===== src/rtl/fetch_pkg.sv =====
// Shared types and defaults for the fetch sequencer.
// State encoding, default widths and the address type.
package fetch_pkg;

  localparam int unsigned A_DEF  = 10;
  localparam int unsigned W_DEF  = 9;
  localparam int unsigned CW_DEF = 16;

  typedef logic [A_DEF-1:0] addr_t;

  typedef enum logic [1:0] {
    IDLE = 2'd0,
    RUN  = 2'd1,
    DONE = 2'd2
  } fetch_state_t;

endpackage


===== src/rtl/fetch_next_pc.sv =====
// Next-PC selection for one RUN cycle: stall > halt > branch > increment.
// Ports: pc_i, stall_i, halt_i, branch_*_i in; pc_nxt_o, rom_end_o out.
module fetch_next_pc #(
  parameter int A = 10
) (
  input  logic [A-1:0] pc_i,
  input  logic         stall_i,
  input  logic         halt_i,
  input  logic         branch_en_i,
  input  logic         branch_rel_i,
  input  logic [A-1:0] branch_target_i,
  output logic [A-1:0] pc_nxt_o,
  output logic         rom_end_o
);

  always_comb begin
    pc_nxt_o  = pc_i;
    rom_end_o = 1'b0;
    if (stall_i || halt_i) begin
      pc_nxt_o = pc_i;
    end else if (branch_en_i) begin
      // Offset is already A bits, so plain A-bit add gives sext + wrap.
      pc_nxt_o = branch_rel_i ? pc_i + branch_target_i
                              : branch_target_i;
    end else if (pc_i == '1) begin
      rom_end_o = 1'b1;
    end else begin
      pc_nxt_o = pc_i + A'(1);
    end
  end

endmodule


===== src/rtl/fetch_sequencer.sv =====
// PC sequencer for the instruction ROM with start/done handshake.
// Ports: clk, reset, start, stall, halt, branch_* in; inst_*, busy, done, overrun, retired out.
module fetch_sequencer
  import fetch_pkg::*;
#(
  parameter int A  = A_DEF,
  parameter int W  = W_DEF,
  parameter int CW = CW_DEF
) (
  input  logic          clk,
  input  logic          reset,
  input  logic          start,
  input  logic          stall,
  input  logic          halt,
  input  logic          branch_en,
  input  logic          branch_rel,
  input  logic [A-1:0]  branch_target,
  output logic [A-1:0]  inst_addr,
  input  logic [W-1:0]  inst_in,
  output logic [W-1:0]  inst_out,
  output logic          inst_valid,
  output logic          busy,
  output logic          done,
  output logic          overrun,
  output logic [CW-1:0] retired
);

  fetch_state_t  state_q, state_d;
  logic [A-1:0]  pc_q, pc_d, pc_nxt;
  logic [CW-1:0] retired_q, retired_d;
  logic          overrun_q, overrun_d;
  logic          rom_end;
  logic          launch;
  logic          retire;

  fetch_next_pc #(.A(A)) u_next_pc (
    .pc_i            (pc_q),
    .stall_i         (stall),
    .halt_i          (halt),
    .branch_en_i     (branch_en),
    .branch_rel_i    (branch_rel),
    .branch_target_i (branch_target),
    .pc_nxt_o        (pc_nxt),
    .rom_end_o       (rom_end)
  );

  assign launch = (state_q != RUN) && start;
  assign retire = (state_q == RUN) && !stall;

  always_ff @(posedge clk or posedge reset) begin
    if (reset) begin
      state_q   <= IDLE;
      pc_q      <= '0;
      retired_q <= '0;
      overrun_q <= 1'b0;
    end else begin
      state_q   <= state_d;
      pc_q      <= pc_d;
      retired_q <= retired_d;
      overrun_q <= overrun_d;
    end
  end

  always_comb begin
    state_d = state_q;
    unique case (state_q)
      IDLE:    if (start) state_d = RUN;
      RUN:     if (!stall && (halt || rom_end)) state_d = DONE;
      DONE:    if (start) state_d = RUN;
      default: state_d = IDLE;
    endcase
  end

  always_comb begin
    pc_d      = pc_q;
    retired_d = retired_q;
    overrun_d = overrun_q;
    if (launch) begin
      pc_d      = '0;
      retired_d = '0;
      overrun_d = 1'b0;
    end else if (state_q == RUN) begin
      pc_d = pc_nxt;
      if (retire && retired_q != '1) begin
        retired_d = retired_q + CW'(1);
      end
      if (rom_end) overrun_d = 1'b1;
    end
  end

  always_comb begin
    busy       = (state_q == RUN);
    done       = (state_q == DONE);
    inst_valid = (state_q == RUN) && !stall;
  end

  assign inst_addr = pc_q;
  assign inst_out  = inst_in;
  assign overrun   = overrun_q;
  assign retired   = retired_q;

endmodule


===== config.mk =====
export PLATFORM = sky130hd
export DESIGN_NAME = fetch_sequencer
export DESIGN_NICKNAME = d
export VERILOG_FILES = /design/src/rtl/fetch_pkg.sv /design/src/rtl/fetch_next_pc.sv /design/src/rtl/fetch_sequencer.sv
export SDC_FILE = /design/constraint.sdc
export NUM_CORES = 1
export LEC_CHECK = 0
export CORE_MARGIN = 5
export CORE_UTILIZATION = 42
export DETAILED_ROUTE_END_ITERATION = 12
export PLACE_DENSITY = 0.71
export REMOVE_ABC_BUFFERS = 1
export SLEW_MARGIN = 30
export SYNTH_ARGS = -nofsm -noshare
export SYNTH_HDL_FRONTEND = slang
export SYNTH_HIERARCHICAL = 1
export SYNTH_SLANG_ARGS = --single-unit

===== constraint.sdc =====
create_clock -name clk -period 3.1 [get_ports clk]
set_input_delay 0.31 -clock clk [delete_from_list [all_inputs] [get_ports clk]]
set_output_delay 0.31 -clock clk [all_outputs]
set_load 0.05 [all_outputs]

==> results of run 1 <==
==> power by group through the flow <==
stage	Sequential [mW]	Clock, mW	Combinational (mW)
6_report	0.587	0.310	1.09
3_5_place_dp	0.592	0	1.09
2_1_floorplan	0.778	0	0.548
3_3_place_gp	0.589	0	1.07
5_1_grt	0.610	0.345	1.19
4_1_cts	0.587	0.318	1.09
==> per-stage QoR <==
step | power (mW) | hold slack (ns)
floorplan | 1.33 | 0.388
global placement | 1.66 | 0.498
detailed placement | 1.68 | 0.500
CTS | 2.00 | 0.454
global route | 2.14 | 0.512
finish | 1.99 | 0.425
==> worst max path at each step <==
stage	start	end	cells past startpoint
final	stall	inst_valid	4
after global routing	stall	inst_valid	4
after CTS	stall	inst_valid	4
after detailed placement	branch_target[0]	inst_addr[8]$_DFFE_PP0P_	11
after global placement	branch_target[0]	inst_addr[8]$_DFFE_PP0P_	11
after floorplan	inst_addr[0]$_DFFE_PP0P_	inst_addr[8]$_DFFE_PP0P_	10
==> layout by cell type (no fill, tap or decap), types with 5 or more instances in the layout <==
| cell type | count |
|---|---|
| nand2_1 | 47 |
| inv_1 | 12 |
| a21oi_1 | 20 |
| or2_2 | 6 |
| buf_4 | 6 |
| nor3_1 | 7 |
| o21ai_0 | 15 |
| clkdlybuf4s50_1 | 46 |
| o22ai_1 | 8 |
| nand4_1 | 5 |
| nand3_1 | 22 |
| ha_1 | 11 |
| clkbuf_8 | 5 |
| nor2_1 | 27 |
| dfrtp_1 | 29 |
==> worst max-delay path: stages <==
cell and delay, ns:
clkdlybuf4s50_1 0.46, or3b_1 0.56, inv_1 0.20, clkdlybuf4s50_1 0.83
==> cell type report <==
cell class	instances	share of cell area [%]
multi-input cells	253	51.8
well taps	72	2.99
clock inverters	3	0.581
clock buffers	5	2.28
repair buffers	52	16.8
flip-flops and latches	29	24.1
inverters	12	1.49
==> registers in the layout, indices dropped and copies added, names as in the netlist <==
signal,cells
state_q,2
overrun,1
inst_addr,10
retired,16
==> metal layers <==
layer  vias up  part of all wire (%)  global-route usage (%)
met5         -                     0                       0
met3         7                   6.6                    4.75
met4         0                  0.86                    3.97
met1      1170                    46                    24.5
met2        88                    47                    31.4
li1       1238                     -                       -
==> cell families after synthesis <==
family	after synthesis	synth area share, %
fa+ha+maj	12	6.42
flops	29	29.5
xor+xnor	4	1.43
simple gates	147	30.4
compound gates	82	21.8
buf+inv	34	6.83
mux	8	3.62
==> results by group, run 1 <==
Synth
  – Post-synthesis cell type count: 57
  – Cell count after synthesis: 316
  – Top_reg_cell synth: dfrtp_1
  – Part of the Yosys area used for sequential elements: 29.5%
  – Synth Register Bits: 29
  – Top cells by instance count after synthesis: nand2_1, dfrtp_1, nor2_1, nand3_1, a21oi_1
  – Syn Area/Cell: 7.77 µm²
  – Ys Warns: 6
  – Count leader, synth: nand2_1
  – Synth area leaders: dfrtp_1, nand2_1, ha_1
  – Post-Syn Area: 0.00246 mm²
  – Post-synth EDFFs: 0
  – Dominant cell type by area after synthesis: dfrtp_1
  – Asr flop ratio synth: 100%
  – Synth top area share: just under 30%

Cells and area
  – Fill count: 577
  – Area grow syn2layout: 22.8%
  – Fin area: 0.00302 mm²
  – ANT cells: 0
  – Layout cells sized above 1: approximately 8.5%
  – Fin cells: 426
  – Multi-input logic area: 0.00156 mm²
  – Final net count: 391
  – Reg area: 726 µm²
  – Final Core Density: 53.8%

Setup path
  – Worst endpoint required time: around 2.8 ns
  – Reg-to-reg slack, setup: 0.62 ns
  – Critical path endpoint category: output pin
  – Arrival time worst endpoint: approximately 2.4 ns
  – Worst R2R Start: inst_addr[0]$_DFFE_PP0P_
  – CP Launch Type: input pin
  – CP Max Fanout: 13
  – Crit path kind: input pin to output pin
  – R2r worst-path depth: 10
  – RR Endpoint: inst_addr[8]$_DFFE_PP0P_

STA
  – Setup TNS: 0 ns
  – Tmin final: 2.68 ns
  – Hold Fails Final Rpt: 0
  – Setup WS post-layout: ~0.42 ns
  – Final setup fails: 0
  – Final period utilization: a little under nine tenths
  – RSZ-0062 raised after global routing: false
  – Max Clk Rate: approximately 370 MHz
  – Final Slew Violations: 0
  – Worst-margin pin slew: roughly 0.68 ns
  – Clock Skew: 0.0126 ns
  – Relative slew slack: 54.5%

GRT
  – First-pass GRT wire length: around 11000 µm
  – Grt total ovfl: 0
  – Vias in the first global route: 2432
  – Total GRT Usage: 18.8%
  – Largest net degree at the start of global routing: 19
  – Initial antenna violation count: 0

CTS
  – H-tree levels: 2
  – Deepest clock path buffer count: 2
  – Resized Gates After CTS: 0
  – Reg clk slew, reported paths: 0.07 ns
  – CTS tree: built
  – CTS Sinks: 29
  – CTS buffer count: 5
  – Post-CTS setup buffer count: 0
  – Worst skew pair latency: 0.29 ns
  – CTS Root Cell: clkbuf_8
  – Hold Buf Count CTS: 0

Routing
  – Via/cell ratio: 5.88
  – Final routed DRC violation total: 0
  – Via count: between 2000 and 3000
  – Initial drt markers: ~190
  – Routed Antenna Nets: 0
  – Detailed Route WL: 6620 µm
  – Drt pass-1 iters: 4
  – Mean routed wirelength per cell: 15.5 µm

Pwr
  – Logic pwr share: 54.8%
  – Static leakage: 1.22 nW
  – Cell internal pwr: roughly 1 mW
  – Worst IR Drop VDD: 374 µV
  – Psw: 0.968 mW
  – Pwr Density: 658 mW/mm²
  – Sequential Power Share: 29.6%
  – Switching share of total power: 48.8%
  – Clk pwr share: 15.6%

Floorplanning
  – Initial Utilization: 43.8%
  – Core Box Area: 0.00561 mm²
  – Die area: 0.00748 mm²
  – Cell row count: 27
  – Num ports: between 60 and 70
  – Die width: approximately 86 µm
  – Die Span Y: 86.5 µm

Hold path
  – Hold/Removal Path Class: input pin to asynchronous set/reset pin

Placed design
  – IO buf count: 46
  – Post-detail-place hpwl: 4970 µm
  – RD Place Congestion: around 0.9
  – Setup WS pre-CTS: roughly 0.4 ns
  – Placed Area: 0.00293 mm²
  – Placed cells: 418

Job
  – Max-Cap Viols: 0

Run status
  – Status: completed
Power figures use the tool's default switching activity.
==> inputs of run 2 (changes only) <==
--- a/config.mk
+++ b/config.mk
@@ -8,6 +8,7 @@
 export CORE_MARGIN = 5
 export CORE_UTILIZATION = 42
 export DETAILED_ROUTE_END_ITERATION = 12
+export GPL_ROUTABILITY_DRIVEN = 0
 export PLACE_DENSITY = 0.71
 export REMOVE_ABC_BUFFERS = 1
 export SLEW_MARGIN = 30
==> results of run 2 <==
The final DEF is identical to that of run 1; final timing and power are the same.
==> inputs of run 3 (changes only) <==
--- a/config.mk
+++ b/config.mk
@@ -5,14 +5,13 @@
 export SDC_FILE = /design/constraint.sdc
 export NUM_CORES = 1
 export LEC_CHECK = 0
-export CORE_MARGIN = 5
+export CORE_MARGIN = 4
 export CORE_UTILIZATION = 42
 export DETAILED_ROUTE_END_ITERATION = 12
 export GPL_ROUTABILITY_DRIVEN = 0
-export PLACE_DENSITY = 0.71
+export PLACE_DENSITY = 0.72
 export REMOVE_ABC_BUFFERS = 1
 export SLEW_MARGIN = 30
 export SYNTH_ARGS = -nofsm -noshare
 export SYNTH_HDL_FRONTEND = slang
-export SYNTH_HIERARCHICAL = 1
 export SYNTH_SLANG_ARGS = --single-unit
==> run 3 against run 2 <==
Worst hold slack worse by 0.035 ns. First-iteration DRC count down 53%. Worst setup slack gained 0.29 ns. Fmax increased by 12%. Core utilization rose by 0.54 points. Wire length fell by 16%. Register-to-register slack improved by 0.20 ns. Clock-buffer cell count rose by 1. Critical endpoint unchanged.
==> results by group, run 3 <==
Synth
  – Syn Area/Cell: 8.38 µm² (+7.9%)
  – Post-synthesis cell type count: 53 (-7.0%)
  – Synth top area share: 32.1% (+2.5 points)
  – Top cells by instance count after synthesis: nor2_1, dfrtp_1, o21ai_0, nand2_1, a21oi_1
  – Synth area leaders: dfrtp_1, ha_1, xnor2_1
  – Asr flop ratio synth: 100% (unchanged)
  – Post-synth EDFFs: 0 (unchanged)
  – Cell count after synthesis: 270 (-15%)
  – Part of the Yosys area used for sequential elements: 32.1% (+2.5 points)
  – Dominant cell type by area after synthesis: dfrtp_1
  – Synth Register Bits: 29 (unchanged)
  – Ys Warns: 0 (-6)
  – Top_reg_cell synth: dfrtp_1
  – Post-Syn Area: 0.00226 mm² (-7.8%)
  – Count leader, synth: nor2_1

Cells and area
  – Most frequent cells in the layout: clkdlybuf4s50_1, nor2_1, dfrtp_1
  – Max reg flops: 16 (unchanged)
  – Fin cells: 380 (-11%)
  – ANT cells: 0 (unchanged)
  – Fin area: 0.00281 mm² (-6.8%)
  – Layout cells sized above 1: 6.45% (-2.0 points)
  – Final Core Density: 54.3% (+0.54 points)
  – Commonest non-fill, non-tap cell in the layout: clkdlybuf4s50_1
  – Area grow syn2layout: 24.1%
  – Final net count: 347 (-11%)
  – Fill count: 487 (-16%)

STA
  – Final period utilization: 77.1% (-9.3 points)
  – Tmin final: 2.39 ns (-0.287 ns)
  – Final Slew Violations: 0 (unchanged)
  – Worst-margin pin slew: 0.593 ns (-0.0892 ns)
  – Final setup fails: 0 (unchanged)
  – RSZ-0062 raised after global routing: false
  – Clock Skew: 0.00454 ns (-0.00804 ns)
  – Setup WS post-layout: 0.711 ns (+0.287 ns)
  – Hold Fails Final Rpt: 0 (unchanged)
  – Hold slack: 0.390 ns (-0.0351 ns)
  – Max Clk Rate: 419 MHz (+12%)
  – Setup TNS: 0 ns (unchanged)
  – Relative slew slack: 60.4% (+5.9 points)

Job
  – Max-Cap Viols: 0 (unchanged)

CTS
  – Deepest clock path buffer count: 2 (unchanged)
  – CTS tree: built
  – CTS buffer count: 5 (unchanged)
  – Worst skew pair latency: 0.28 ns (about the same)
  – Reg clk slew, reported paths: 0.07 ns (about the same)
  – H-tree levels: 2 (unchanged)
  – CTS Sinks: 29 (unchanged)
  – Post-CTS setup buffer count: 0 (unchanged)
  – Resized Gates After CTS: 0 (unchanged)
  – CTS Root Cell: clkbuf_8
  – Hold Buf Count CTS: 0 (unchanged)

Pwr
  – Pwr Density: 615 mW/mm² (-6.6%)
  – Worst IR Drop VDD: 269 µV (-28%)
  – Static leakage: 1.14 nW (-6.6%)
  – Overall power: 1.73 mW (-13%)

GRT
  – Grt total ovfl: 0 (unchanged)
  – Vias in the first global route: 2088 (-14%)
  – First-pass GRT wire length: 9380 µm (-18%)
  – Initial antenna violation count: 0 (unchanged)
  – Total GRT Usage: 18.1% (-0.67 points)
  – Largest net degree at the start of global routing: 30 (+11)

Routing
  – Via/cell ratio: 5.57 (-5.2%)
  – Mean routed wirelength per cell: 14.6 µm (-5.9%)
  – Routed Antenna Nets: 0 (unchanged)
  – Drt pass-1 iters: 4 (unchanged)
  – Detailed Route WL: 5550 µm (-16%)
  – Via count: 2117 (-15%)
  – Final routed DRC violation total: 0 (unchanged)
  – Initial drt markers: 91 (-53%)

Setup path
  – Reg-to-reg slack, setup: 0.82 ns (+0.20 ns)
  – Critical path endpoint category: output pin
  – CP Launch Type: flop
  – Worst endpoint required time: 2.79 ns (about the same)
  – R2r worst-path depth: 7 (-3)
  – RR Endpoint: inst_addr[8]$_DFFE_PP0P_
  – Arrival time worst endpoint: 2.08 ns (-0.29 ns)
  – Crit path kind: flop to output pin
  – Worst R2R Start: inst_addr[1]$_DFFE_PP0P_
  – CP Max Fanout: 5 (-8)

Hold path
  – Hold/Removal Path Class: input pin to asynchronous set/reset pin

Floorplanning
  – Die width: 81.4 µm (-5.9%)
  – Cell row count: 26 (-3.7%)
  – Num ports: 65 (unchanged)
  – Initial Utilization: 43.8% (about the same)
  – Core Box Area: 0.00517 mm² (-7.8%)
  – Die Span Y: 81.4 µm (-5.9%)
  – Die area: 0.00663 mm² (-11%)

Run status
  – Status: completed

Placed design
  – Post-detail-place hpwl: 4140 µm (-17%)
  – IO buf count: 46 (unchanged)
  – Placed cells: 372 (-11%)
  – Setup WS pre-CTS: 0.584 ns (+0.191 ns)
  – Placed Area: 0.00273 mm² (-6.9%)
-- run 3: cell count changes in the layout (fill, tap and decap cells not counted), moves of 5 or more --
cell / before / now
o22ai_1: 8 / 1
xnor2_1: 4 / 14
xor2_1: 0 / 6
nand3_1: 22 / 11
nor2_1: 27 / 32
nand2_1: 47 / 19
o21ai_0: 15 / 23
-- run 3: worst max-delay path, cell delays in order (launching register included) --
cell and delay, ns:
dfrtp_1 0.42, nand2b_1 0.19, or2_1 0.31, inv_1 0.08, clkdlybuf4s50_1 0.80
-- run 3: power by group --
group          internal [mW]  leakage [nW]  total [mW]  switching, mW
clock network          0.155        0.0450       0.306          0.151
registers              0.436         0.397       0.541          0.104
logic                  0.335         0.696       0.882          0.546
-- run 3: kinds of logic (layout without fill, tap and decap cells) --
group                    count (synthesis)  in the layout  synth area share (%)
AND/OR/NAND/NOR                        111            111                  26.4
AO/OA/AOI/OAI                           63             63                  17.5
buffers and inverters                   30             70                  6.91
flip-flops                              29             29                  32.1
XOR/XNOR                                20             20                  7.74
adder cells (fa/ha/maj)                 12             12                  6.97
multiplexers                             5              5                  2.38
-- run 3: metal layers --
| layer | part of all wire (%) | up-vias | GRT usage, % |
|---|---|---|---|
| met5 | 0 | - | 0 |
| met4 | 1.3 | 0 | 6.59 |
| met3 | 6.5 | 7 | 4.93 |
| met2 | 48 | 73 | 30.1 |
| met1 | 45 | 991 | 22.4 |
| li1 | - | 1046 | - |
-- run 3: worst max-delay path by stage --
stage / end / cells after the start / slack (ns) / startpoint
4_1_cts: inst_valid / 4 / 0.70 / state_q[1]$_DFFE_PP0P_
6_report: inst_valid / 4 / 0.71 / state_q[1]$_DFFE_PP0P_
5_1_grt: inst_addr[8]$_DFFE_PP0P_ / 7 / 0.61 / inst_addr[1]$_DFFE_PP0P_
3_3_place_gp: inst_addr[9]$_DFFE_PP0P_ / 8 / 0.62 / branch_target[1]
3_5_place_dp: inst_addr[6]$_DFFE_PP0P_ / 10 / 0.58 / branch_target[0]
2_1_floorplan: inst_addr[6]$_DFFE_PP0P_ / 9 / 0.76 / inst_addr[0]$_DFFE_PP0P_
-- run 3: cell type report --
| cell class | instances | area, µm² | share of cell area, % |
|---|---|---|---|
| tap | 70 | 87.6 | 3.12 |
| inverter | 13 | 48.8 | 1.74 |
| sequential | 29 | 726 | 25.8 |
| timing repair buffer | 49 | 483 | 17.2 |
| clock inverter | 2 | 10.0 | 0.356 |
| clock buffer | 6 | 72.6 | 2.58 |
| multi-input combinational | 211 | 1380 | 49.2 |
